$ cat config.mk
export PLATFORM = sky130hd
export DESIGN_NAME = uart_boot_loader
export DESIGN_NICKNAME = d
export VERILOG_FILES = /design/src/rtl/uart_boot_loader_pkg.sv /design/src/rtl/uart_boot_loader.sv
export SDC_FILE = /design/constraint.sdc
export NUM_CORES = 1
export LEC_CHECK = 0
export BUFFER_PORTS_ARGS = -buffer_cell sky130_fd_sc_hd__buf_4
export CAP_MARGIN = 20
export CORE_MARGIN = 2
export CORE_UTILIZATION = 35
export CTS_BUF_LIST = sky130_fd_sc_hd__clkbuf_4 sky130_fd_sc_hd__clkbuf_8
export CTS_CLUSTER_SIZE = 28
export DETAILED_ROUTE_END_ITERATION = 8
export HOLD_SLACK_MARGIN = 0.15
export MAX_ROUTING_LAYER = met4
export PLACE_DENSITY = 0.55
export SLEW_MARGIN = 20
export SYNTH_ARGS = -nofsm -noshare
export SYNTH_HDL_FRONTEND = slang
export SYNTH_SLANG_ARGS = --single-unit
$ cat constraint.sdc
create_clock -name clock -period 6.35 [get_ports clock]
set_input_delay 1.905 -clock clock [delete_from_list [all_inputs] [get_ports clock]]
set_output_delay 1.905 -clock clock [all_outputs]
set_load 0.05 [all_outputs]
$ cat src/rtl/uart_boot_loader_pkg.sv
// Shared types and constants for the UART boot loader.
// Frame parser states plus the command and response byte values.
package uart_boot_loader_pkg;

    typedef enum logic [3:0] {
        IDLE,
        CMD,
        ADDR_HI,
        ADDR_LO,
        LEN,
        DATA,
        CHK,
        RESP,
        RUN
    } state_e;

    localparam logic [7:0] CMD_WRITE = 8'h01;
    localparam logic [7:0] CMD_BOOT  = 8'h02;
    localparam logic [7:0] SYNC_BYTE = 8'hA5;
    localparam logic [7:0] ACK_BYTE  = 8'h79;
    localparam logic [7:0] NAK_BYTE  = 8'h1F;

endpackage

$ cat src/rtl/uart_boot_loader.sv
// Framed ICCM programmer: parses UART host frames into word writes,
// answers ACK/NAK and holds the core in reset until a valid BOOT frame.
module uart_boot_loader
    import uart_boot_loader_pkg::*;
#(
    parameter int         AddrW         = 12,
    parameter int         TimeoutCycles = 1_000_000,
    parameter logic [7:0] SyncByte      = SYNC_BYTE,
    parameter logic [7:0] AckByte       = ACK_BYTE,
    parameter logic [7:0] NakByte       = NAK_BYTE
) (
    input  logic             clock,
    input  logic             reset,
    input  logic             rx_dv_i,
    input  logic [7:0]       rx_byte_i,
    output logic             we_o,
    output logic [AddrW-1:0] addr_o,
    output logic [31:0]      wdata_o,
    output logic             tx_valid_o,
    output logic [7:0]       tx_byte_o,
    input  logic             tx_ready_i,
    output logic             core_hold_o,
    output logic             busy_o,
    output logic             err_o
);

    localparam int TmoW = $clog2(TimeoutCycles + 1);
    localparam logic [TmoW-1:0] TmoMax = TmoW'(TimeoutCycles);

    state_e           state_q, state_d;
    logic [7:0]       sum_q, sum_d;
    logic [AddrW-1:0] addr_q, addr_d;
    logic [8:0]       cnt_q, cnt_d;
    logic [1:0]       idx_q, idx_d;
    logic [23:0]      word_q, word_d;
    logic             boot_q, boot_d;
    logic             ack_q, ack_d;
    logic [TmoW-1:0]  tmo_q, tmo_d;
    logic             we_q, we_d;
    logic [AddrW-1:0] waddr_q, waddr_d;
    logic [31:0]      wdata_q, wdata_d;
    logic [7:0]       txb_q, txb_d;
    logic             err_q, err_d;
    logic             hold_q, hold_d;
    logic             in_frame;
    logic [7:0]       sum_next;

    always_ff @(posedge clock or posedge reset) begin
        if (reset) begin
            state_q <= IDLE;
            sum_q   <= '0;
            addr_q  <= '0;
            cnt_q   <= '0;
            idx_q   <= '0;
            word_q  <= '0;
            boot_q  <= 1'b0;
            ack_q   <= 1'b0;
            tmo_q   <= '0;
            we_q    <= 1'b0;
            waddr_q <= '0;
            wdata_q <= '0;
            txb_q   <= '0;
            err_q   <= 1'b0;
            hold_q  <= 1'b1;
        end else begin
            state_q <= state_d;
            sum_q   <= sum_d;
            addr_q  <= addr_d;
            cnt_q   <= cnt_d;
            idx_q   <= idx_d;
            word_q  <= word_d;
            boot_q  <= boot_d;
            ack_q   <= ack_d;
            tmo_q   <= tmo_d;
            we_q    <= we_d;
            waddr_q <= waddr_d;
            wdata_q <= wdata_d;
            txb_q   <= txb_d;
            err_q   <= err_d;
            hold_q  <= hold_d;
        end
    end

    always_comb begin
        state_d  = state_q;
        sum_d    = sum_q;
        addr_d   = addr_q;
        cnt_d    = cnt_q;
        idx_d    = idx_q;
        word_d   = word_q;
        boot_d   = boot_q;
        ack_d    = ack_q;
        tmo_d    = '0;
        we_d     = 1'b0;
        waddr_d  = waddr_q;
        wdata_d  = wdata_q;
        txb_d    = txb_q;
        err_d    = err_q;
        hold_d   = hold_q;
        sum_next = sum_q + rx_byte_i;
        in_frame = (state_q == CMD) || (state_q == ADDR_HI) ||
                   (state_q == ADDR_LO) || (state_q == LEN) ||
                   (state_q == DATA) || (state_q == CHK);

        // A byte arriving on the expiry cycle wins: timeout only when idle.
        if (in_frame && !rx_dv_i) begin
            if (tmo_q == TmoMax) begin
                state_d = RESP;
                txb_d   = NakByte;
                ack_d   = 1'b0;
                err_d   = 1'b1;
            end else begin
                tmo_d = tmo_q + TmoW'(1);
            end
        end

        unique case (state_q)
            IDLE: begin
                if (rx_dv_i && rx_byte_i == SyncByte) state_d = CMD;
            end
            CMD: begin
                if (rx_dv_i) begin
                    sum_d = rx_byte_i;
                    if (rx_byte_i == CMD_WRITE) begin
                        state_d = ADDR_HI;
                        boot_d  = 1'b0;
                    end else if (rx_byte_i == CMD_BOOT) begin
                        state_d = CHK;
                        boot_d  = 1'b1;
                    end else begin
                        state_d = RESP;
                        txb_d   = NakByte;
                        ack_d   = 1'b0;
                        err_d   = 1'b1;
                    end
                end
            end
            ADDR_HI: begin
                if (rx_dv_i) begin
                    sum_d   = sum_next;
                    addr_d  = {rx_byte_i[AddrW-9:0], 8'h00};
                    state_d = ADDR_LO;
                end
            end
            ADDR_LO: begin
                if (rx_dv_i) begin
                    sum_d       = sum_next;
                    addr_d[7:0] = rx_byte_i;
                    state_d     = LEN;
                end
            end
            LEN: begin
                if (rx_dv_i) begin
                    sum_d   = sum_next;
                    cnt_d   = (rx_byte_i == 8'h00) ? 9'd256 : {1'b0, rx_byte_i};
                    idx_d   = 2'd0;
                    state_d = DATA;
                end
            end
            DATA: begin
                if (rx_dv_i) begin
                    sum_d = sum_next;
                    if (idx_q == 2'd3) begin
                        we_d    = 1'b1;
                        waddr_d = addr_q;
                        wdata_d = {rx_byte_i, word_q};
                        addr_d  = addr_q + AddrW'(1);
                        cnt_d   = cnt_q - 9'd1;
                        idx_d   = 2'd0;
                        if (cnt_q == 9'd1) state_d = CHK;
                    end else begin
                        word_d = {rx_byte_i, word_q[23:8]};
                        idx_d  = idx_q + 2'd1;
                    end
                end
            end
            CHK: begin
                if (rx_dv_i) begin
                    state_d = RESP;
                    if (sum_next == 8'h00) begin
                        txb_d = AckByte;
                        ack_d = 1'b1;
                        err_d = 1'b0;
                    end else begin
                        txb_d = NakByte;
                        ack_d = 1'b0;
                        err_d = 1'b1;
                    end
                end
            end
            RESP: begin
                if (tx_ready_i) begin
                    if (ack_q && boot_q) begin
                        state_d = RUN;
                        hold_d  = 1'b0;
                    end else begin
                        state_d = IDLE;
                    end
                end
            end
            RUN: begin
                if (rx_dv_i && rx_byte_i == SyncByte) begin
                    state_d = CMD;
                    hold_d  = 1'b1;
                end
            end
            default: state_d = IDLE;
        endcase
    end

    assign we_o        = we_q;
    assign addr_o      = waddr_q;
    assign wdata_o     = wdata_q;
    assign tx_valid_o  = (state_q == RESP);
    assign tx_byte_o   = txb_q;
    assign core_hold_o = hold_q;
    assign busy_o      = (state_q != IDLE) && (state_q != RUN);
    assign err_o       = err_q;

endmodule

==> impl_metrics.toml, run 1 <==
[run_status]
outcome = "finished, final reports clean"

[clock_network]
htreeDepth = 4
cts-root-buf = "clkbuf_8"
clockBufferDepth = 2
cts_hold_buf = 0
cts_tree = "yes"
clock_latency_ns = 0.45
clkTransAtPathRegs_ns = 0.07
cts_setup_buffers = 0
cts_buffers = 17
clock_sinks = 136
ctsResizeCount = 0

[final_layout]
final_layout_size_suffix_gt1_frac = 0.245
fill_cells = 1765
final_nets = 671
diodes = 0
area_delta_synth_final_pct = 17.2

[synthesis]
syn_inst = 581
seq_area_frac_synth = 0.528
synth_edf_count = 0
yosys.area_share.xor_xnor = 0.0339
synth_compound_area_frac = 0.116
synth_top_area_cell = "dfrtp_1"
synthTopCellsByArea = "dfrtp_1, mux2_2, mux2_1, nor2_1, ha_1"
synth_top_area_frac = 0.524
yosys.area_share.simple = 0.133
synth_ff_type = "dfrtp_1"
synthTopCellsByCount = "dfrtp_1, nor2_1, mux2_2"
syn_nets = 607
syn_area_sq_um = 6450
synthAdderAreaFrac = 0.0283
yosysMostFrequentCell = "dfrtp_1"
synth_cell_type_count = 57
syn_area_per_cell_sq_um = 11.1
ys_async_sr_fraction = 1.00
ys_seq_elements = 136
ys_warn_count = 0
synthMuxAreaShare = 0.129
synth_top_family_by_area = "simple AND/OR/NAND/NOR gates"

[placement]
port_buffers = 68
dp.final_hpwl_microns = 10000
place_congestion = 0.853

[critical_path]
crit_type = "register to output pin"
path_max_fanout = 15
crit_arrival_ns = 1.89
start_kind = "register"
endpoint_kind = "output pin"
required_ns = 4.45

[grt]
grtUsageTotal = 0.160
grt_overflow_total = 0
grt_pass1_wl_microns = 24100
antenna_found_initial = 0
grt_max_degree = 93
grt_pass1_vias = 4651

[timing]
worst_clock_skew_ns = 0.0147
rsz0062_at_grt = "false"
hold_viol = 0
slew-limit-headroom = 0.445
setup_viol = 0
tns_ns = 0
fmax_mhz = 263
period_needed_ns = 3.80
finalCritPeriodShare = 0.598
drv_slew = 0
hold_slack_ns = 0.461
worst_pin_slew_ns = 0.833

[flow_run]
drv_cap = 0

[route]
viasPerCell = 5.25
wl_per_cell_microns = 16.4
drc = 0
first_iter_violations = 293
wl_microns = 14600
vias = 4661
ant_nets = 0
drtPass1Iterations = 4

[power_and_ir_drop]
leakage_nw = 3.46
peakVddDrop_mv = 0.247
p_per_area_nw_per_um2 = 472

[die]
die-area_sq_um = 19500
die_x_microns = 140
core_area_sq_um = 18000
die_h_microns = 140
rows = 49
io_pins = 69
initial_core_util = 0.358

[min_path]
hp-class = "register to register"
[power by group]
group	switching [W]	internal (W)
registers	0.000240	0.00114
clock network	0.000339	0.000390
logic	0.000897	0.000556
total	0.00148	0.00209
[path summary, 6_finish.rpt]
check                                 start           to  slack, ns  cells past startpoint
worst max-delay path             state_q[0]       busy_o       2.55                      3
worst min-delay path            core_hold_o  core_hold_o       0.46                      2
worst max register to register   state_q[1]   wdata_o[7]       3.73                      5
worst min register to register  core_hold_o  core_hold_o       0.46                      2
max in group asynchronous             reset        ack_q       3.65                      3
min in group asynchronous             reset    addr_o[4]       1.60                      2
[kinds of logic (layout without fill, tap and decap cells)]
family          count (synthesis)  count (layout)
compound gates                114             114
fa+ha+maj                      14              14
flops                         136             136
buf+inv                        46             123
xor+xnor                       25              25
simple gates                  171             171
mux                            75              75
[metrics by stage]
stage	utilization	cell area (sq um)	setup WS, ns	std cells	power (W)
after global routing	0.419	7560	2.38	887	0.00380
final	0.419	7560	2.55	887	0.00357
after floorplan	-	6450	0.807	581	0.00246
after global placement	0.397	7150	2.28	855	0.00282
after detailed placement	0.397	7150	2.21	855	0.00287
after CTS	0.419	7560	2.52	887	0.00361
[cell type report]
class / instances / area (sq um) / area share
Clock inverter: 9 / 115 / 0.0152
Timing Repair Buffer: 71 / 533 / 0.0705
Sequential cell: 136 / 3400 / 0.450
Inverter: 20 / 80.1 / 0.0106
Tap cell: 229 / 287 / 0.0379
Multi-Input combinational cell: 399 / 2850 / 0.377
Clock buffer: 23 / 292 / 0.0386
[layer usage]
| layer | global-route usage | up-vias | part of all wire |
|---|---|---|---|
| met5 | - | - | 0 |
| met3 | 0.0375 | 24 | 0.046 |
| met4 | 0.0563 | 0 | 0.019 |
| li1 | - | 2210 | - |
| met1 | 0.209 | 2308 | 0.47 |
| met2 | 0.244 | 119 | 0.47 |
[sequential cells by signal, indices dropped and copies added, names as in the netlist]
signal and count:
we_o 1, wdata_o 32, tx_byte_o 8, word_q 24
ack_q 1, addr_q 12, err_o 1, sum_q 8
boot_q 1, idx_q 2, core_hold_o 1, cnt_q 9
addr_o 12, state_q 4, tmo_q 20
[worst max-delay path, cell delays in order, from the launching register on]
cell	delay [ns]
dfrtp_1	0.59
nor3_1	0.46
inv_1	0.18
buf_4	0.23
[cell usage in the layout (no fill, tap or decap), types with 3 or more instances in the layout]
cell	synthesis	layout
nand2b_1	7	7
dfrtp_1	135	135
a21oi_1	26	25
nand4_1	7	7
o22ai_1	4	4
mux2i_1	9	9
inv_6	0	3
nor4_1	7	7
or2_2	3	3
nand3_1	16	15
and4_1	3	3
buf_4	0	71
clkbuf_4	0	4
or3_1	5	5
clkbuf_8	0	19
ha_1	13	13
nand2_1	37	37
mux2_2	44	44
o22a_1	11	11
nor2_1	54	54
a21o_1	3	3
mux2_1	22	22
and3_1	10	10
inv_1	20	19
xnor2_1	11	11
o21ai_0	32	32
o21a_1	4	4
nor3_1	9	9
a31oi_1	5	5
a22o_1	9	9
xor2_1	14	14
Note: power is estimated with default switching activity, not from simulation.
==> run 2, diff against run 1 <==
clock period = 3.7 ns   (was 6.35 ns; I/O delays follow)
==> run 2 against run 1 <==
  * Cell area rose by 0.28%
  * Hold slack better by 0.0074 ns
  * Count of clock-buffer cells in the layout fell by 5
  * Die area did not move
  * Setup slack lost 1.9 ns
  * Routed wire length increased by 0.46%
  * Critical endpoint unchanged
  * Via count fell by 0.58%
==> impl_metrics.toml, run 2 (synthesized netlist as in run 1, its figures left out) <==
[critical_path]
crit_family = "flip-flops"
start_kind = "register"
slowest_delay_ns = 0.58
crit_type = "register to output pin"
path_max_fanout = 15
cp_num_buf_inv = 2
required_ns = 2.59
cp_cell_sequence = "nor3_1 > inv_1 > buf_4"
critPathSlowestCell = "dfrtp_1"
crit_arrival_ns = 1.89
endpoint_kind = "output pin"

[run_status]
outcome = "finished, final reports clean"

[clock_network]
clock_latency_ns = 0.45
cts_setup_buffers = 0
cts_buffers = 17
cts_tree = "yes"
clkTransAtPathRegs_ns = 0.08
clockBufferDepth = 2
clock_sinks = 136
ctsResizeCount = 0
cts-root-buf = "clkbuf_8"
cts_hold_buf = 0
htreeDepth = 4

[grt]
grt_max_degree = 84
grt_pass1_wl_microns = 24200
antenna_found_initial = 0
grt_overflow_total = 0
grtUsageTotal = 0.161
grt_pass1_vias = 4585

[route]
wl_per_cell_microns = 16.4
viasPerCell = 5.21
first_iter_violations = 204
ant_nets = 0
drtPass1Iterations = 4
drc = 0
vias = 4634
wl_microns = 14600

[final_layout]
area_delta_synth_final_pct = 17.6
largest_reg_flops = 32
layout.cells.most_common = "dfrtp_1"
multi_input_area_sq_um = 2850
ff_latch_area_sq_um = 3400
final_nets = 674
diodes = 0
final_layout_size_suffix_gt1_frac = 0.247
final_cell_mix = "dfrtp_1, buf_4, nor2_1"
fill_cells = 1730

[timing]
setup_viol = 0
finalCritPeriodShare = 0.811
tns_ns = 0
period_needed_ns = 3.00
fmax_mhz = 333
hold_viol = 0
worst_clock_skew_ns = 0.0191
slew-limit-headroom = 0.445
layout_setup_ws_ns = 0.700
worst_pin_slew_ns = 0.832
rsz0062_at_grt = "false"
drv_slew = 0

[flow_run]
drv_cap = 0

[die]
rows = 49
die-area_sq_um = 19500
io_pins = 69
core_area_sq_um = 18000
initial_core_util = 0.358
die_h_microns = 140
die_x_microns = 140

[placement]
dp.final_hpwl_microns = 10000
place_ws_ns = 0.336
place_congestion = 0.883
port_buffers = 68

[power_and_ir_drop]
p_total_w = 0.00607
p_per_area_nw_per_um2 = 800
peakVddDrop_mv = 0.510
leakage_nw = 3.47

[min_path]
hp-class = "register to register"
-- run 2: changes by cell type in the layout (fill, tap and decap cells not counted), sizes merged --
cell and delta:
clkbuf -5, buf +3, inv +3, clkinvlp +2, bufinv -1, clkinv +1
-- run 2: worst min-delay path, cell delays in order, from the launching register on --
cell,delay (ns)
dfstp_2,0.38
nand2_1,0.05
nand2_1,0.05
-- run 2: report_power, final --
| group | total (W) | leakage [nW] | switching, W | internal, W |
|---|---|---|---|---|
| sequential | 0.00237 | 1.73 | 0.000408 | 0.00196 |
| clock | 0.00120 | 0.190 | 0.000634 | 0.000565 |
| combinational | 0.00249 | 1.55 | 0.00153 | 0.000965 |
-- run 2: area by class of cell --
type                    instances  area share
clock buffers                  18      0.0327
flip-flops and latches        136       0.449
clock inverters                14      0.0182
multi-input cells             399       0.375
inverters                      20      0.0104
well taps                     229      0.0378
repair buffers                 74      0.0766
-- run 2: path summary, 6_finish.rpt --
check / slack, ns / cells after the start / startpoint / endpoint
max: 0.70 / 3 / state_q[0] / busy_o
min: 0.47 / 2 / core_hold_o / core_hold_o
max reg2reg: 1.16 / 5 / state_q[1] / cnt_q[6]
min reg2reg: 0.47 / 2 / core_hold_o / core_hold_o
max in group asynchronous: 2.51 / 3 / reset / addr_q[11]
min in group asynchronous: 0.78 / 3 / reset / tmo_q[16]
-- run 2: through the flow --
step	utilization	instance area, sq um	std cells	hold slack [ns]
floorplan	-	6450	581	0.446
global placement	0.399	7200	858	0.448
detailed placement	0.399	7200	858	0.455
CTS	0.421	7580	890	0.475
global route	0.421	7580	890	0.495
finish	0.421	7580	890	0.469
-- run 2: metal layers --
layer  share of wire  up-vias  wire length (microns)  global-route usage
met1            0.49     2294                   7130               0.217
met2            0.46      104                   6680               0.242
met3           0.045       11                    656              0.0392
met5               0        -                      0                   -
met4           0.012        0                    174              0.0495
li1                -     2225                      -                   -
==> run 3, diff against run 2 <==
PLACE_DENSITY = 0.57   (was 0.55)
clock period = 2.6 ns   (was 3.7 ns; I/O delays follow)
==> run 3 against run 2 <==
  * Register-to-register slack got worse by 0.94 ns
  * First-iteration DRC count rose by 72%
  * Power rose by 43%
  * Global-route usage rose by 0.37 points
  * Routed wire length rose by 1.0%
  * Combinational power rose by 49%
  * Setup slack got worse by 0.55 ns
  * Die area did not move
  * Via count rose by 3.3%
  * Largest cell class unchanged
  * Largest power group unchanged
==> impl_metrics.toml, run 3 (synthesized netlist as in run 1, its figures left out) <==
[route]
viasPerCell = 5.26
vias = 4788
drt-met1-wl_microns = 6850
wl_met2_microns = 6960
drc = 0
first_iter_violations = 350
wl_per_cell_microns = 16.2
wl_microns = 14800
wl_met3_microns = 703
ant_nets = 0
drtPass1Iterations = 4
top_layer = "met4"

[clock_network]
clockBufferDepth = 2
clock_sinks = 136
cts-root-buf = "clkbuf_8"
cts_tree = "yes"
cts_buffers = 17
clkTransAtPathRegs_ns = 0.09
cts_hold_buf = 0
cts_setup_buffers = 0
htreeDepth = 4
clock_latency_ns = 0.46

[timing]
slew-limit-headroom = 0.498
worst_clock_skew_ns = 0.0134
hold_viol = 0
fmax_mhz = 409
rsz0062_at_grt = "false"
period_needed_ns = 2.45
setup_viol = 0
drv_slew = 0
tns_ns = 0
worst_pin_slew_ns = 0.753
finalCritPeriodShare = 0.941

[final_layout]
largest_reg_flops = 32
final_cells = 911
area_delta_synth_final_pct = 20.2
final_nets = 695
final_layout_size_suffix_gt1_frac = 0.277
final_cell_mix = "dfrtp_1, buf_4, nor2_1"
diodes = 0
layout.cells.most_common = "dfrtp_1"

[critical_path]
cp_cell_sequence = "nand2b_1 > nor2_2 > buf_4"
reg2regPathDepth = 8
r2r-start = "sum_q[0]"
reg2reg_to = "tx_byte_o[1]"
crit_family = "flip-flops"
path_max_fanout = 10
endpoint_kind = "output pin"
crit_type = "register to output pin"
crit_arrival_ns = 1.67
r2r_setup_slack_ns = 0.22
critPathSlowestCell = "dfrtp_1"
required_ns = 1.82
slowest_delay_ns = 0.50
cp_num_buf_inv = 1
start_kind = "register"

[grt]
grtUsageTotal = 0.165
grt_pass1_wl_microns = 24900
antenna_found_initial = 0
grt_pass1_vias = 4696
grt_overflow_total = 0
grt_max_degree = 72

[die]
core_area_sq_um = 18000
die_x_microns = 140
initial_core_util = 0.358
rows = 49
die_h_microns = 140
die-area_sq_um = 19500
io_pins = 69

[placement]
port_buffers = 68
place_congestion = 0.890
dp.final_hpwl_microns = 10500
placed_cells = 879

[power_and_ir_drop]
peakVddDrop_mv = 0.711
leakage_nw = 3.57
p_per_area_nw_per_um2 = 1120
p_total_w = 0.00869

[min_path]
hp-class = "input port to asynchronous set/reset pin"

[run_status]
outcome = "finished, final reports clean"

[flow_run]
drv_cap = 0
-- run 3: how the worst max path moves through the flow --
stage | to | depth (start not counted) | slack [ns] | startpoint
after floorplan | sum_q[6] | 8 | 0.003 | rx_byte_i[0]
after global placement | tx_byte_o[2] | 9 | -0.19 | rx_byte_i[0]
after detailed placement | tx_byte_o[1] | 9 | -0.27 | rx_byte_i[0]
after CTS | tx_valid_o | 3 | 0.10 | state_q[3]
after global routing | tx_byte_o[5] | 9 | 0.02 | rx_byte_i[0]
final | tx_valid_o | 3 | 0.15 | state_q[3]
-- run 3: per-layer routing --
layer | global-route usage | up-vias
li1 | - | 2256
met1 | 0.216 | 2386
met2 | 0.252 | 126
met3 | 0.0413 | 20
met4 | 0.0547 | 0
met5 | - | -
-- run 3: final cells by class --
cell class	instances	area, sq um
fillers	1731	10300
well taps	229	287
clock inverters	13	111
flip-flops and latches	136	3410
inverters	20	78.8
multi-input cells	399	2860
clock buffers	19	262
repair buffers	95	751
-- run 3: worst reg2reg max path: stages, from the launching register on --
cell and delay [ns]:
dfrtp_1 0.39, ha_1 0.22, fa_2 0.37, a21o_1 0.18, a221o_1 0.35, a21oi_2 0.14
xor2_1 0.19, nand3_1 0.25, o21a_1 0.19
-- run 3: power by group --
part | internal, W | total [W] | switching [W]
Sequential | 0.00280 | 0.00335 | 0.000552
Combinational | 0.00146 | 0.00370 | 0.00224
Clock | 0.000737 | 0.00164 | 0.000907
Total | 0.00499 | 0.00869 | 0.00370
-- run 3: through the flow --
step           instance area, sq um  worst slack, ns  hold WS, ns   util
6_report                       7750            0.154        0.454  0.430
3_3_place_gp                   7370           -0.186        0.447  0.409
2_1_floorplan                  6460          0.00299        0.446      -
4_1_cts                        7750            0.102        0.470  0.430
3_5_place_dp                   7370           -0.267        0.451  0.409
5_1_grt                        7750           0.0162        0.475  0.430
-- run 3: timing repair --
action | in CTS | in global routing
gates cloned | 0 | 0
endpoints found under the setup margin | 2 | 1
gates resized for setup | 2 | 1
endpoints found under the hold margin | 0 | 0
